## config.mk

```make
export PLATFORM = sky130hd
export DESIGN_NAME = writeback
export DESIGN_NICKNAME = d
export VERILOG_FILES = /design/src/rtl/writeback_pkg.sv /design/src/rtl/writeback_regfile.sv /design/src/rtl/writeback.sv
export SDC_FILE = /design/constraint.sdc
export NUM_CORES = 1
export LEC_CHECK = 0
export ABC_AREA = 0
export BUFFER_PORTS_ARGS = -buffer_cell sky130_fd_sc_hd__clkbuf_2
export CAP_MARGIN = 20
export CELL_PAD_IN_SITES_DETAIL_PLACEMENT = 2
export CELL_PAD_IN_SITES_GLOBAL_PLACEMENT = 2
export CORE_UTILIZATION = 41
export DETAILED_ROUTE_END_ITERATION = 10
export HOLD_SLACK_MARGIN = 0.08
export MAX_ROUTING_LAYER = met4
export PLACE_DENSITY = 0.75
export SLEW_MARGIN = 20
export SYNTH_ARGS = -nofsm -noshare
export SYNTH_HDL_FRONTEND = slang
export SYNTH_SLANG_ARGS = --single-unit
```

## constraint.sdc

```tcl
create_clock -name clk -period 2.4 [get_ports clk]
set_input_delay 0.48 -clock clk [delete_from_list [all_inputs] [get_ports clk]]
set_output_delay 0.48 -clock clk [all_outputs]
set_load 0.02 [all_outputs]
```

## src/rtl/writeback_pkg.sv

```systemverilog
// Shared types and constants for the writeback stage and its decode-side consumers.
// Latency: n/a (declarations only).
// Backpressure: n/a.
package writeback_pkg;

    localparam int XLEN  = 32;
    localparam int OP_W  = 5;
    localparam int RF_AW = 4;

    // Opcode map; only NOP, STR and JMP leave the destination register untouched.
    localparam logic [OP_W-1:0] OP_NOP = 5'd0;
    localparam logic [OP_W-1:0] OP_ADD = 5'd1;
    localparam logic [OP_W-1:0] OP_SUB = 5'd2;
    localparam logic [OP_W-1:0] OP_AND = 5'd3;
    localparam logic [OP_W-1:0] OP_OR  = 5'd4;
    localparam logic [OP_W-1:0] OP_XOR = 5'd5;
    localparam logic [OP_W-1:0] OP_SHL = 5'd6;
    localparam logic [OP_W-1:0] OP_SHR = 5'd7;
    localparam logic [OP_W-1:0] OP_LD  = 5'd8;
    localparam logic [OP_W-1:0] OP_STR = 5'd9;
    localparam logic [OP_W-1:0] OP_JMP = 5'd10;

    typedef enum logic [1:0] {
        WB_IDLE     = 2'd0,
        WB_WRITE    = 2'd1,
        WB_WAIT_MEM = 2'd2
    } wb_state_t;

    // Instruction held in the stage register between capture and retirement.
    typedef struct packed {
        logic [OP_W-1:0]  opcode;
        logic [RF_AW-1:0] dest;
        logic [XLEN-1:0]  result;
    } wb_stage_t;

    // True when the opcode architecturally writes its destination register.
    function automatic logic writes_rd(input logic [OP_W-1:0] op);
        return !((op == OP_NOP) || (op == OP_STR) || (op == OP_JMP));
    endfunction

endpackage

```

## src/rtl/writeback_regfile.sv

```systemverilog
// 16x32 register file: one write port, two combinational read ports with write bypass.
// Latency: reads are combinational; a write becomes architectural at the next clock edge.
// Backpressure: none; a write is accepted every cycle it is enabled.
module writeback_regfile #(
    parameter int NREGS = 16,
    parameter int DW    = 32,
    localparam int AW   = $clog2(NREGS)
) (
    input  logic          clk,
    input  logic          rst,
    input  logic          we,
    input  logic [AW-1:0] waddr,
    input  logic [DW-1:0] wdata,
    input  logic [AW-1:0] raddr_a,
    input  logic [AW-1:0] raddr_b,
    output logic [DW-1:0] rdata_a,
    output logic [DW-1:0] rdata_b
);

    logic [DW-1:0] mem [NREGS];

    // Register array: cleared on reset, r0 is an ordinary writable register.
    always_ff @(posedge clk or negedge rst) begin
        if (!rst) begin
            for (int i = 0; i < NREGS; i++) begin
                mem[i] <= '0;
            end
        end else if (we) begin
            mem[waddr] <= wdata;
        end
    end

    // Port A read: forward the write landing at the coming edge to the same address.
    always_comb begin
        rdata_a = mem[raddr_a];
        if (we && (waddr == raddr_a)) begin
            rdata_a = wdata;
        end
    end

    // Port B read: bypassed independently of port A.
    always_comb begin
        rdata_b = mem[raddr_b];
        if (we && (waddr == raddr_b)) begin
            rdata_b = wdata;
        end
    end

endmodule

```

## src/rtl/writeback.sv

```systemverilog
// Final pipeline stage: retires MEM results into the register file, serves decode reads.
// Latency: ALU results become architectural 1 cycle after capture; loads on mem_ack.
// Backpressure: wb_stall holds upstream while a load waits for mem_ack or times out.
module writeback
    import writeback_pkg::*;
#(
    parameter int NREGS       = 16,
    parameter int MEM_TIMEOUT = 8,
    parameter int CNT_W       = 32
) (
    input  logic                    clk,
    input  logic                    rst,
    input  logic                    in_valid,
    input  logic [OP_W-1:0]         in_opcode,
    input  logic [RF_AW-1:0]        in_dest,
    input  logic signed [XLEN-1:0]  in_result,
    input  logic                    in_is_load,
    input  logic                    mem_ack,
    input  logic [XLEN-1:0]         mem_rdata,
    input  logic [RF_AW-1:0]        addr_a_RF,
    input  logic [RF_AW-1:0]        addr_b_RF,
    output logic signed [XLEN-1:0]  data_a_RF,
    output logic signed [XLEN-1:0]  data_b_RF,
    output logic [RF_AW-1:0]        Daddr_fromWB,
    output logic                    wb_dest_valid,
    output logic                    wb_stall,
    output logic                    load_err,
    output logic [CNT_W-1:0]        retired
);

    localparam int TO_W = $clog2(MEM_TIMEOUT + 1);
    localparam logic [TO_W-1:0] TO_LAST = TO_W'(MEM_TIMEOUT - 1);

    wb_state_t        state, state_nx;
    wb_stage_t        stage;
    logic [TO_W-1:0]  to_cnt, to_cnt_nx;
    logic             accept;
    logic             capture;
    logic             retire;
    logic             err_set;
    logic             rf_we;
    logic [XLEN-1:0]  rf_wdata;
    logic [XLEN-1:0]  rd_a, rd_b;

    // NOPs never occupy the stage, so they are neither written nor counted.
    assign accept = in_valid && (in_opcode != OP_NOP);

    // Next-state, write-port control and stage outputs.
    always_comb begin
        state_nx      = state;
        capture       = 1'b0;
        to_cnt_nx     = to_cnt;
        retire        = 1'b0;
        err_set       = 1'b0;
        rf_we         = 1'b0;
        rf_wdata      = stage.result;
        wb_stall      = 1'b0;
        wb_dest_valid = 1'b0;
        Daddr_fromWB  = '0;

        unique case (state)
            WB_IDLE: begin
                state_nx = WB_IDLE;
            end
            WB_WRITE: begin
                wb_dest_valid = writes_rd(stage.opcode);
                Daddr_fromWB  = stage.dest;
                rf_we         = writes_rd(stage.opcode);
                retire        = 1'b1;
                state_nx      = WB_IDLE;
            end
            WB_WAIT_MEM: begin
                wb_stall      = 1'b1;
                wb_dest_valid = 1'b1;
                Daddr_fromWB  = stage.dest;
                if (mem_ack) begin
                    rf_we    = 1'b1;
                    rf_wdata = mem_rdata;
                    retire   = 1'b1;
                    state_nx = WB_IDLE;
                end else if (to_cnt == TO_LAST) begin
                    // Abandon the load: nothing written, nothing retired.
                    err_set  = 1'b1;
                    state_nx = WB_IDLE;
                end else begin
                    to_cnt_nx = to_cnt + TO_W'(1);
                end
            end
            default: begin
                state_nx = WB_IDLE;
            end
        endcase

        // A new instruction may enter on the same edge the previous one retires,
        // but never while a load is outstanding.
        if (((state == WB_IDLE) || (state == WB_WRITE)) && accept) begin
            capture   = 1'b1;
            to_cnt_nx = '0;
            state_nx  = in_is_load ? WB_WAIT_MEM : WB_WRITE;
        end
    end

    // State, stage register, timeout counter, retire counter and sticky error flag.
    always_ff @(posedge clk or negedge rst) begin
        if (!rst) begin
            state    <= WB_IDLE;
            stage    <= '0;
            to_cnt   <= '0;
            retired  <= '0;
            load_err <= 1'b0;
        end else begin
            state  <= state_nx;
            to_cnt <= to_cnt_nx;
            if (capture) begin
                stage.opcode <= in_opcode;
                stage.dest   <= in_dest;
                stage.result <= in_result;
            end
            if (retire) begin
                retired <= retired + CNT_W'(1);
            end
            if (err_set) begin
                load_err <= 1'b1;
            end
        end
    end

    writeback_regfile #(
        .NREGS (NREGS),
        .DW    (XLEN)
    ) u_rf (
        .clk     (clk),
        .rst     (rst),
        .we      (rf_we),
        .waddr   (stage.dest),
        .wdata   (rf_wdata),
        .raddr_a (addr_a_RF),
        .raddr_b (addr_b_RF),
        .rdata_a (rd_a),
        .rdata_b (rd_b)
    );

    assign data_a_RF = rd_a;
    assign data_b_RF = rd_b;

endmodule

```

==> impl.org, run 1 <==
** Route
- Remaining antenna violation count after routing :: 0
- Total routed wirelength :: 161000 um
- Router iterations before antenna repair :: 5
- In the routed design, unresolved DRC markers number 0.
- Number of vias per cell :: 7.04
- The first routing iteration left 2753 violations.
- Mean routed wirelength per cell :: 45.3 um
- Total via count in the routed design :: 25.0k

** Placed design
- Worst slack at placement :: -0.477 ns
- The congestion estimate from routability-driven global placement came to 0.831.
- Half-perimeter wire length after detailed placement :: 74700 um
- Buffers placed on the I/O ports in this run total 188.
- After detailed placement, the design holds a cell count of 3349.

** Critical path
- Data required, critical path :: 1.92 ns
- Tracing the worst setup path back leads to its startpoint at stage[35].
- At the worst endpoint, the arrival time is 3.07 ns.
- For the worst flop-to-flop path, the logic depth is 9.
- Critical Path Sink Type :: output pin
- Peak fanout along the critical path :: 6
- Worst Setup Path Type :: flip-flop to output pin
- Crit start category :: flip-flop
- The worst register-to-register path begins at state[0].

** Finish
- Fraction of final layout cells sized beyond drive strength 1 :: 49.4%
- Register area :: 14800 um2
- Area of the multi-input gates :: 16200 um2
- Cells fill 52.7% of the core in the end.
- Number of fill cells :: 6661
- Final standard cell count with taps included and fillers excluded :: 3547
- Count of nets after finishing :: 2548
- Layout-stage area growth over the synthesis result :: 27.0%

** Yosys
- Synthesis instantiated 49 different standard cells from the library.
- Most area-hungry cell type in the Yosys netlist :: sky130_fd_sc_hd__dfrtp_1
- Cell count after synthesis :: 2088
- Of the synthesized area, sequential elements account for 46.8%.
- Post-synth top cells :: sky130_fd_sc_hd__dfrtp_1 (592), sky130_fd_sc_hd__mux2_1 (311), sky130_fd_sc_hd__mux2_2 (292)
- Ranked by total cell area, the synthesized netlist is headed by sky130_fd_sc_hd__dfrtp_1 (47%), sky130_fd_sc_hd__mux4_2 (18%), sky130_fd_sc_hd__mux2_1 (11%), sky130_fd_sc_hd__mux2_2 (10%), sky130_fd_sc_hd__a22oi_1 (3.0%).
- Top cell type's share of synthesized area :: 46.8%
- Primary FF master, synth :: sky130_fd_sc_hd__dfrtp_1
- A synthesized cell averages 15.1 um2.
- Yosys instantiated no cell more often than sky130_fd_sc_hd__dfrtp_1.
- Number of enable flip-flop cells after synthesis :: 0
- After synthesis the cells add up to 31600 um2.
- Flops & latches, synth :: 592
- Warnings from Yosys :: 0
- Counting every net in the synthesized netlist gives 2179.
- Share of synthesized flip-flops with an asynchronous set or reset :: 100%

** CTS
- TritonCTS built the clock tree.
- CTS clk-pin slew, worst paths :: 0.07 ns
- CTS placed an instance of sky130_fd_sc_hd__clkbuf_16 at the clock tree root.
- The clock drives 592 sinks.
- Number of clock buffers inserted by TritonCTS :: 73
- Buffer depth of the longest clock path :: 3
- Worst-skew pair later-pin latency :: 0.65 ns
- Max H-tree Level :: 3

** Global routing
- First-pass GRT wire length :: 207000 um
- Entering global routing, the biggest net connects 89 pins.
- The total overflow left after global routing is 0.
- The via count of the first global-routing pass came to 26.9k.
- The number of antenna violations at the first check in global routing came to 3.
- Global-route usage over all layers :: 38.2%

** Timing
- Final setup skew :: 0.0374 ns
- In this run the tightest slew margin relative to its limit is 59.0%.
- At the pin with the least slew margin, the transition time is 0.614 ns.
- Final Critical Period :: 3.55 ns
- The final count of pins violating max slew came to 0.
- The hold violation count in the final report was 0.
- Worst-case setup margin in the final layout :: -1.15 ns
- Share of the clock period used by the worst path after layout :: 148%
- Maximum operating frequency :: 282 MHz
- Setup violations remaining at the end of the flow were counted as 580.
- Setup repair after global routing missed its margin :: true

** Pwr
- Total power for the finished layout comes to 40.4 mW.
- For this design the ratio of total power to cell area is 1010 nW/um2.
- Across the VDD grid, the largest voltage drop is 0.530 mV.
- LEAKAGE :: 18.7 nW

** Floorplan
- Total I/O pin count :: 189
- Floorplan row count :: 101
- The floorplan step defined a die boundary enclosing 78300 um2.
- From left edge to right edge, the die measures 280 um.
- The floorplan step defined a core boundary enclosing 76200 um2.
- Die H :: 280 um
- The initial utilization of the core area, before any placement, comes to 41.5%.

** Hold path
- The tightest min-delay check is of the input pin to flip-flop type.
- The worst hold path was traced through 2 stages.
- The startpoint identified for the worst hold timing path is in_result[0].

** Outcome
- Run status :: finished with violations
- Violations in the final reports :: setup timing

** Flow run
- Number of max-cap violations :: 0
==> critical path: stages, from the launching register on <==
cell and delay (ns):
sky130_fd_sc_hd__dfrtp_1 0.49, sky130_fd_sc_hd__xnor2_1 0.32, sky130_fd_sc_hd__nand4_1 0.33, sky130_fd_sc_hd__a211o_4 0.53
sky130_fd_sc_hd__clkbuf_16 0.26, sky130_fd_sc_hd__mux2_4 0.33, sky130_fd_sc_hd__buf_6 0.14
==> area by class of cell <==
| cell class | count | area share [%] |
|---|---|---|
| clock inverter | 25 | 0.760 |
| multi-input combinational | 1297 | 40.2 |
| antenna | 5 | 0.0312 |
| inverter | 9 | 0.0841 |
| clock buffer | 105 | 5.36 |
| timing repair buffer | 484 | 13.4 |
| sequential | 592 | 36.9 |
| tap | 1030 | 3.21 |
==> power breakdown <==
group,total [mW],leakage [nW],switching [mW],internal [mW]
clock,12.1,1.21,5.19,6.90
sequential,16.4,7.97,3.58,12.8
combinational,11.9,9.56,5.98,5.95
total,40.4,18.7,14.7,25.6
==> routing by layer <==
metal / wire (um) / GRT usage, % / up-vias / share of wire [%]
met5: 0 / - / - / 0
met3: 14100 / 8.07 / 813 / 8.8
met2: 76500 / 60.8 / 1964 / 48
met4: 13600 / 24.8 / 0 / 8.5
li1: - / - / 8822 / -
met1: 56600 / 43.9 / 13400 / 35
==> worst paths after layout <==
path,end,slack [ns]
min,stage[0],0.08
max reg2reg,u_rf.mem[337],-0.46
min reg2reg,retired[31],0.48
max,data_b_RF[25],-1.15
min in group asynchronous,retired[20],0.41
max in group asynchronous,u_rf.mem[474],0.96
==> cells in the final DEF, fill, tap and decap left out, types with 4 or more instances in the layout <==
cell,instances
sky130_fd_sc_hd__bufbuf_16,9
sky130_fd_sc_hd__clkbuf_16,81
sky130_fd_sc_hd__mux2_2,280
sky130_fd_sc_hd__mux2_1,303
sky130_fd_sc_hd__mux4_2,256
sky130_fd_sc_hd__nor3_1,7
sky130_fd_sc_hd__bufinv_16,6
sky130_fd_sc_hd__buf_8,18
sky130_fd_sc_hd__clkinv_2,12
sky130_fd_sc_hd__buf_2,15
sky130_fd_sc_hd__xor2_1,13
sky130_fd_sc_hd__nand3_1,14
sky130_fd_sc_hd__a211oi_4,4
sky130_fd_sc_hd__a22oi_1,128
sky130_fd_sc_hd__xnor2_1,25
sky130_fd_sc_hd__nor2_1,10
sky130_fd_sc_hd__diode_2,5
sky130_fd_sc_hd__dlygate4sd3_1,12
sky130_fd_sc_hd__nor2b_4,4
sky130_fd_sc_hd__clkbuf_8,17
sky130_fd_sc_hd__nand2_1,96
sky130_fd_sc_hd__a21oi_4,12
sky130_fd_sc_hd__mux2_4,62
sky130_fd_sc_hd__and4_1,5
sky130_fd_sc_hd__buf_16,10
sky130_fd_sc_hd__inv_1,6
sky130_fd_sc_hd__clkbuf_1,15
sky130_fd_sc_hd__buf_4,139
sky130_fd_sc_hd__nand4_1,15
sky130_fd_sc_hd__buf_12,104
sky130_fd_sc_hd__buf_6,36
sky130_fd_sc_hd__dfrtp_1,590
sky130_fd_sc_hd__clkbuf_2,132
==> sequential cells by signal, summed over array words and instances (netlist names) <==
register,count
load_err,1
retired,32
stage,41
state,2
to_cnt,4
u_rf.mem,512
==> kinds of logic (layout without fill, tap and decap cells) <==
| kind of cell | count (synthesis) | count (layout) | share of synthesized area (%) |
|---|---|---|---|
| AOI/OAI and AO/OA | 162 | 162 | 3.95 |
| xor gates and xnor gates | 42 | 42 | 1.16 |
| adders and majority gates | 5 | 5 | 0.198 |
| buffers and inverters | 199 | 623 | 3.25 |
| DFF | 592 | 592 | 46.8 |
| muxes | 901 | 901 | 41.7 |
| other | 0 | 5 | 0 |
| and+or+nand+nor | 187 | 187 | 2.92 |
==> metrics by stage <==
step	area, um2	hold slack, ns	TNS, ns
6_report	40200	0.0849	-184.50
5_1_grt	40200	0.0861	-193.86
4_1_cts	39700	0.0804	-103.79
3_5_place_dp	36100	0.472	-104.78
3_3_place_gp	36100	0.441	-52.09
2_1_floorplan	32000	0.184	-0.868
==> timing repair <==
action / CTS / global route
resized for setup: 80 / 124
pin swaps: 12 / 6
setup endpoints to repair: 581 / 582
gates cloned: 16 / 5
hold endpoints to repair: 45 / 0
hold buffers: 12 / 0
setup buffers: 27 / 4
(Power assumes the default switching activity.)
==> inputs of run 2 (changes only) <==
CELL_PAD_IN_SITES_DETAIL_PLACEMENT = 0   (was 2)
CORE_UTILIZATION = 30   (was 41)
PLACE_DENSITY = 0.57   (was 0.75)
==> impl.org, run 2 (synthesis gave the netlist of run 1 again) <==
** Outcome
- Violations in the final reports :: setup timing (unchanged)
- Run status: finished with violations (unchanged).

** Floorplan
- Floorplan row count :: 118 (was 101)
- The initial core utilization is 30.4% (was 41.5%).
- The core area came to 104000 um2 (was 76200 um2).
- Die outline area :: 107000 um2 (was 78300 um2)
- The die height is 327 um (was 280 um).
- Total I/O pin count :: 189 (unchanged)
- Horizontal extent of the die :: 327 um (was 280 um)

** Critical path
- In this design, the critical path's most frequently occurring cell is sky130_fd_sc_hd__buf_6.
- The type of element capturing the critical path is an output pin (unchanged).
- Crit-path slowest cell :: sky130_fd_sc_hd__a211o_4 (unchanged)
- The top fanout value on the critical path was 6 (unchanged).
- The category of the most critical setup path was flip-flop to output pin (unchanged).
- Worst stage delay on the critical path :: 0.48 ns (was 0.53 ns)
- Crit start category :: flip-flop (unchanged)
- The endpoint arrival time on the critical path was 2.69 ns (was 3.07 ns).
- Data required, critical path :: 1.92 ns (about the same)
- Sequence of cells on the critical path: buf_6 -> ha_4 -> buf_6 -> o211ai_4 -> a211o_4 -> buf_12 -> mux2_4 -> buf_8 (was xnor2_1 -> nand4_1 -> a211o_4 -> clkbuf_16 -> mux2_4 -> buf_6).

** Finish
- Number of flip-flops under the largest register name :: 512 (unchanged)
- Biggest register :: u_rf.mem (unchanged)
- Final standard cell count with taps included and fillers excluded :: 3944 (was 3547)
- The most common cell after layout, fill and taps aside was sky130_fd_sc_hd__dfrtp_1 (unchanged).
- The area growth from synthesis to final layout is 31.4% (was 27.0%).
- Core Util, Final :: 39.9% (was 52.7%)
- The layout cell share with drive strength beyond 1 was 51.0% (was 49.4%).
- The finished layout cell area is 41600 um2 (was 40200 um2).
- Leading registers by flop count :: u_rf.mem: 512 flops, stage: 41 flops, retired: 32 flops (unchanged)
- The total of fill cells in the finished design came to 9603 (was 6661).
- Leading cell types in the layout, fill and taps excluded :: sky130_fd_sc_hd__dfrtp_1 (592), sky130_fd_sc_hd__mux2_1 (265), sky130_fd_sc_hd__mux4_2 (256), sky130_fd_sc_hd__mux2_2 (226), sky130_fd_sc_hd__buf_4 (156) (was sky130_fd_sc_hd__dfrtp_1 (590), sky130_fd_sc_hd__mux2_1 (303), sky130_fd_sc_hd__mux2_2 (280), sky130_fd_sc_hd__mux4_2 (256), sky130_fd_sc_hd__buf_4 (139))
- Count of nets after finishing :: 2599 (was 2548)

** CTS
- The CTS tree was built (unchanged).
- The maximum clock insertion buffer count is 3 (unchanged).
- The source-to-sink clock delay at the later pin of the worst-skew pair came to 0.64 ns (was 0.65 ns).
- Number of clock buffers inserted by TritonCTS :: 75 (was 73)
- The count of H-tree levels built during CTS came to 3 (unchanged).
- CTS clk-pin slew, worst paths :: 0.06 ns (was 0.07 ns)
- Master cell of the clock root buffer :: sky130_fd_sc_hd__clkbuf_16 (unchanged)
- The clock sink total came to 592 (unchanged).

** Pwr
- Design internal power :: 26.2 mW (was 25.6 mW)
- Power Density :: 895 nW/um2 (was 1010 nW/um2)
- The register share of total power was 40.0% (was 40.5%).
- Share of total power consumed by net switching :: 29.7% (was 36.5%)
- Switching component of the power :: 11.0 mW (was 14.7 mW)
- Portion of total power attributed to the clock network :: 31.2% (was 29.9%)
- The final total power was 37.2 mW (was 40.4 mW).
- The maximum VDD drop was 0.470 mV (was 0.530 mV).
- Relative contribution of combinational cells to total power :: 28.8% (was 29.5%)
- LEAKAGE :: 19.1 nW (was 18.7 nW)

** Global routing
- The sum of overflow across all layers after global routing came to 0 (unchanged).
- Antenna violations before repair :: 5 (was 3)
- The pin count of the biggest net entering global routing is 65 (was 89).
- The first-pass GRT wire length came to 158000 um (was 207000 um).
- The via count of the first global-routing pass came to 22.6k (was 26.9k).
- The global-route usage over all layers came to 20.8% (was 38.2%).

** Timing
- Worst hold slack :: 0.134 ns (was 0.0849 ns)
- Setup repair after global routing missed its margin: true (unchanged).
- Final Critical Period :: 3.17 ns (was 3.55 ns)
- The share of the cycle needed by the critical path after routing was 132% (was 148%).
- The headroom to the max-slew limit is 26.0% (was 59.0%).
- The slack of the critical path was -0.774 ns (was -1.15 ns).
- Pins over their slew limit :: 0 (unchanged)
- Maximum operating frequency :: 315 MHz (was 282 MHz)
- Final setup skew :: 0.0214 ns (was 0.0374 ns)
- The hold violation count in the final report was 0 (unchanged).
- Final setup violating endpoints :: 246 (was 580)
- The measured slew at the worst slew-check pin is 1.11 ns (was 0.614 ns).
- The setup TNS was -52.67 ns (was -184.50 ns).

** Flow run
- The total of max-cap violations came to 0 (unchanged).

** Route
- The total detailed-routing wirelength came to 112000 um (was 161000 um).
- Mean routed wirelength per cell :: 28.5 um (was 45.3 um)
- The detailed-route via count was 21.2k (was 25.0k).
- Number of vias per cell :: 5.37 (was 7.04)
- The number of iterations in the first detailed-routing pass came to 7 (was 5).
- The count of routing violations after the opening detailed-route iteration is 1311 (was 2753).
- The count of antenna-violating nets left after detailed routing is 0 (unchanged).
- DRC violation count after routing :: 0 (unchanged)

** Placed design
- Placer congestion estimate :: 0.785 (was 0.831)
- I/O Buffers :: 188 (unchanged)
- The placed cell count was 3729 (was 3349).
- Worst slack at placement :: -0.452 ns (was -0.477 ns)
- The half-perimeter wire length of the detailed placement result was 69700 um (was 74700 um).
- Placed inst area :: 36800 um2 (was 36100 um2)

** Hold path
- The worst hold-check path type was input pin to flip-flop (unchanged).
==> run 2: cell count changes in the layout (fill, tap and decap cells not counted), moves of 15 or more <==
| cell | delta |
|---|---|
| sky130_fd_sc_hd__buf_6 | +27 |
| sky130_fd_sc_hd__dlygate4sd3_1 | +25 |
| sky130_fd_sc_hd__mux2_4 | +92 |
| sky130_fd_sc_hd__buf_2 | -15 |
| sky130_fd_sc_hd__mux2_2 | -54 |
| sky130_fd_sc_hd__mux2_1 | -38 |
| sky130_fd_sc_hd__buf_4 | +17 |
==> run 2: worst paths after layout <==
kind | cells after the start | end | slack (ns) | start
min | 2 | stage[38] | 0.13 | in_opcode[2]
max | 8 | data_b_RF[18] | -0.77 | state[0]
max reg2reg | 10 | u_rf.mem[54] | -0.13 | state[0]
min in group asynchronous | 2 | retired[1] | 0.42 | rst
min reg2reg | 1 | load_err | 0.48 | load_err
max in group asynchronous | 3 | u_rf.mem[142] | 1.11 | rst
==> run 2: worst max-delay path, delay by kind of cell, from the launching register on <==
kind | cells | cell delay, ns
AOI/OAI and AO/OA | 2 | 0.58
adders and majority gates | 1 | 0.15
buffers and inverters | 4 | 0.56
DFF | 1 | 0.40
muxes | 1 | 0.34
==> run 2: power groups by stage <==
stage                     registers, mW  logic, mW  clock network [mW]
after global placement             14.7       9.54                   0
after global routing               15.3       11.5                12.3
after floorplan                    14.2       6.95                   0
final                              14.9       10.7                11.6
after CTS                          14.8       9.99                11.9
after detailed placement           14.9       9.73                   0
==> run 2: final cells by class <==
cell class | instances | area, um2 | share of cell area [%]
antenna | 2 | 5.00 | 0.0120
clock buffer | 105 | 2180 | 5.25
clock inverter | 26 | 313 | 0.753
inverter | 9 | 33.8 | 0.0813
multi-input combinational | 1297 | 16500 | 39.8
sequential | 592 | 14800 | 35.6
tap | 1380 | 1730 | 4.15
timing repair buffer | 533 | 5950 | 14.3
==> run 2: what timing repair did <==
item | CTS | global route
hold endpoints to repair | 64 | 0
cloned | 7 | 18
hold buffers | 37 | 0
pin swaps | 4 | 5
resized for setup | 61 | 277
setup endpoints to repair | 416 | 535
setup buffers | 7 | 15
==> run 2: routing by layer <==
layer,vias to the layer above,global-route usage (%),wire length [um]
met4,0,6.84,3750
li1,8914,-,-
met5,-,-,0
met3,203,3.80,5840
met1,11400,27.5,49700
met2,663,32.3,53200
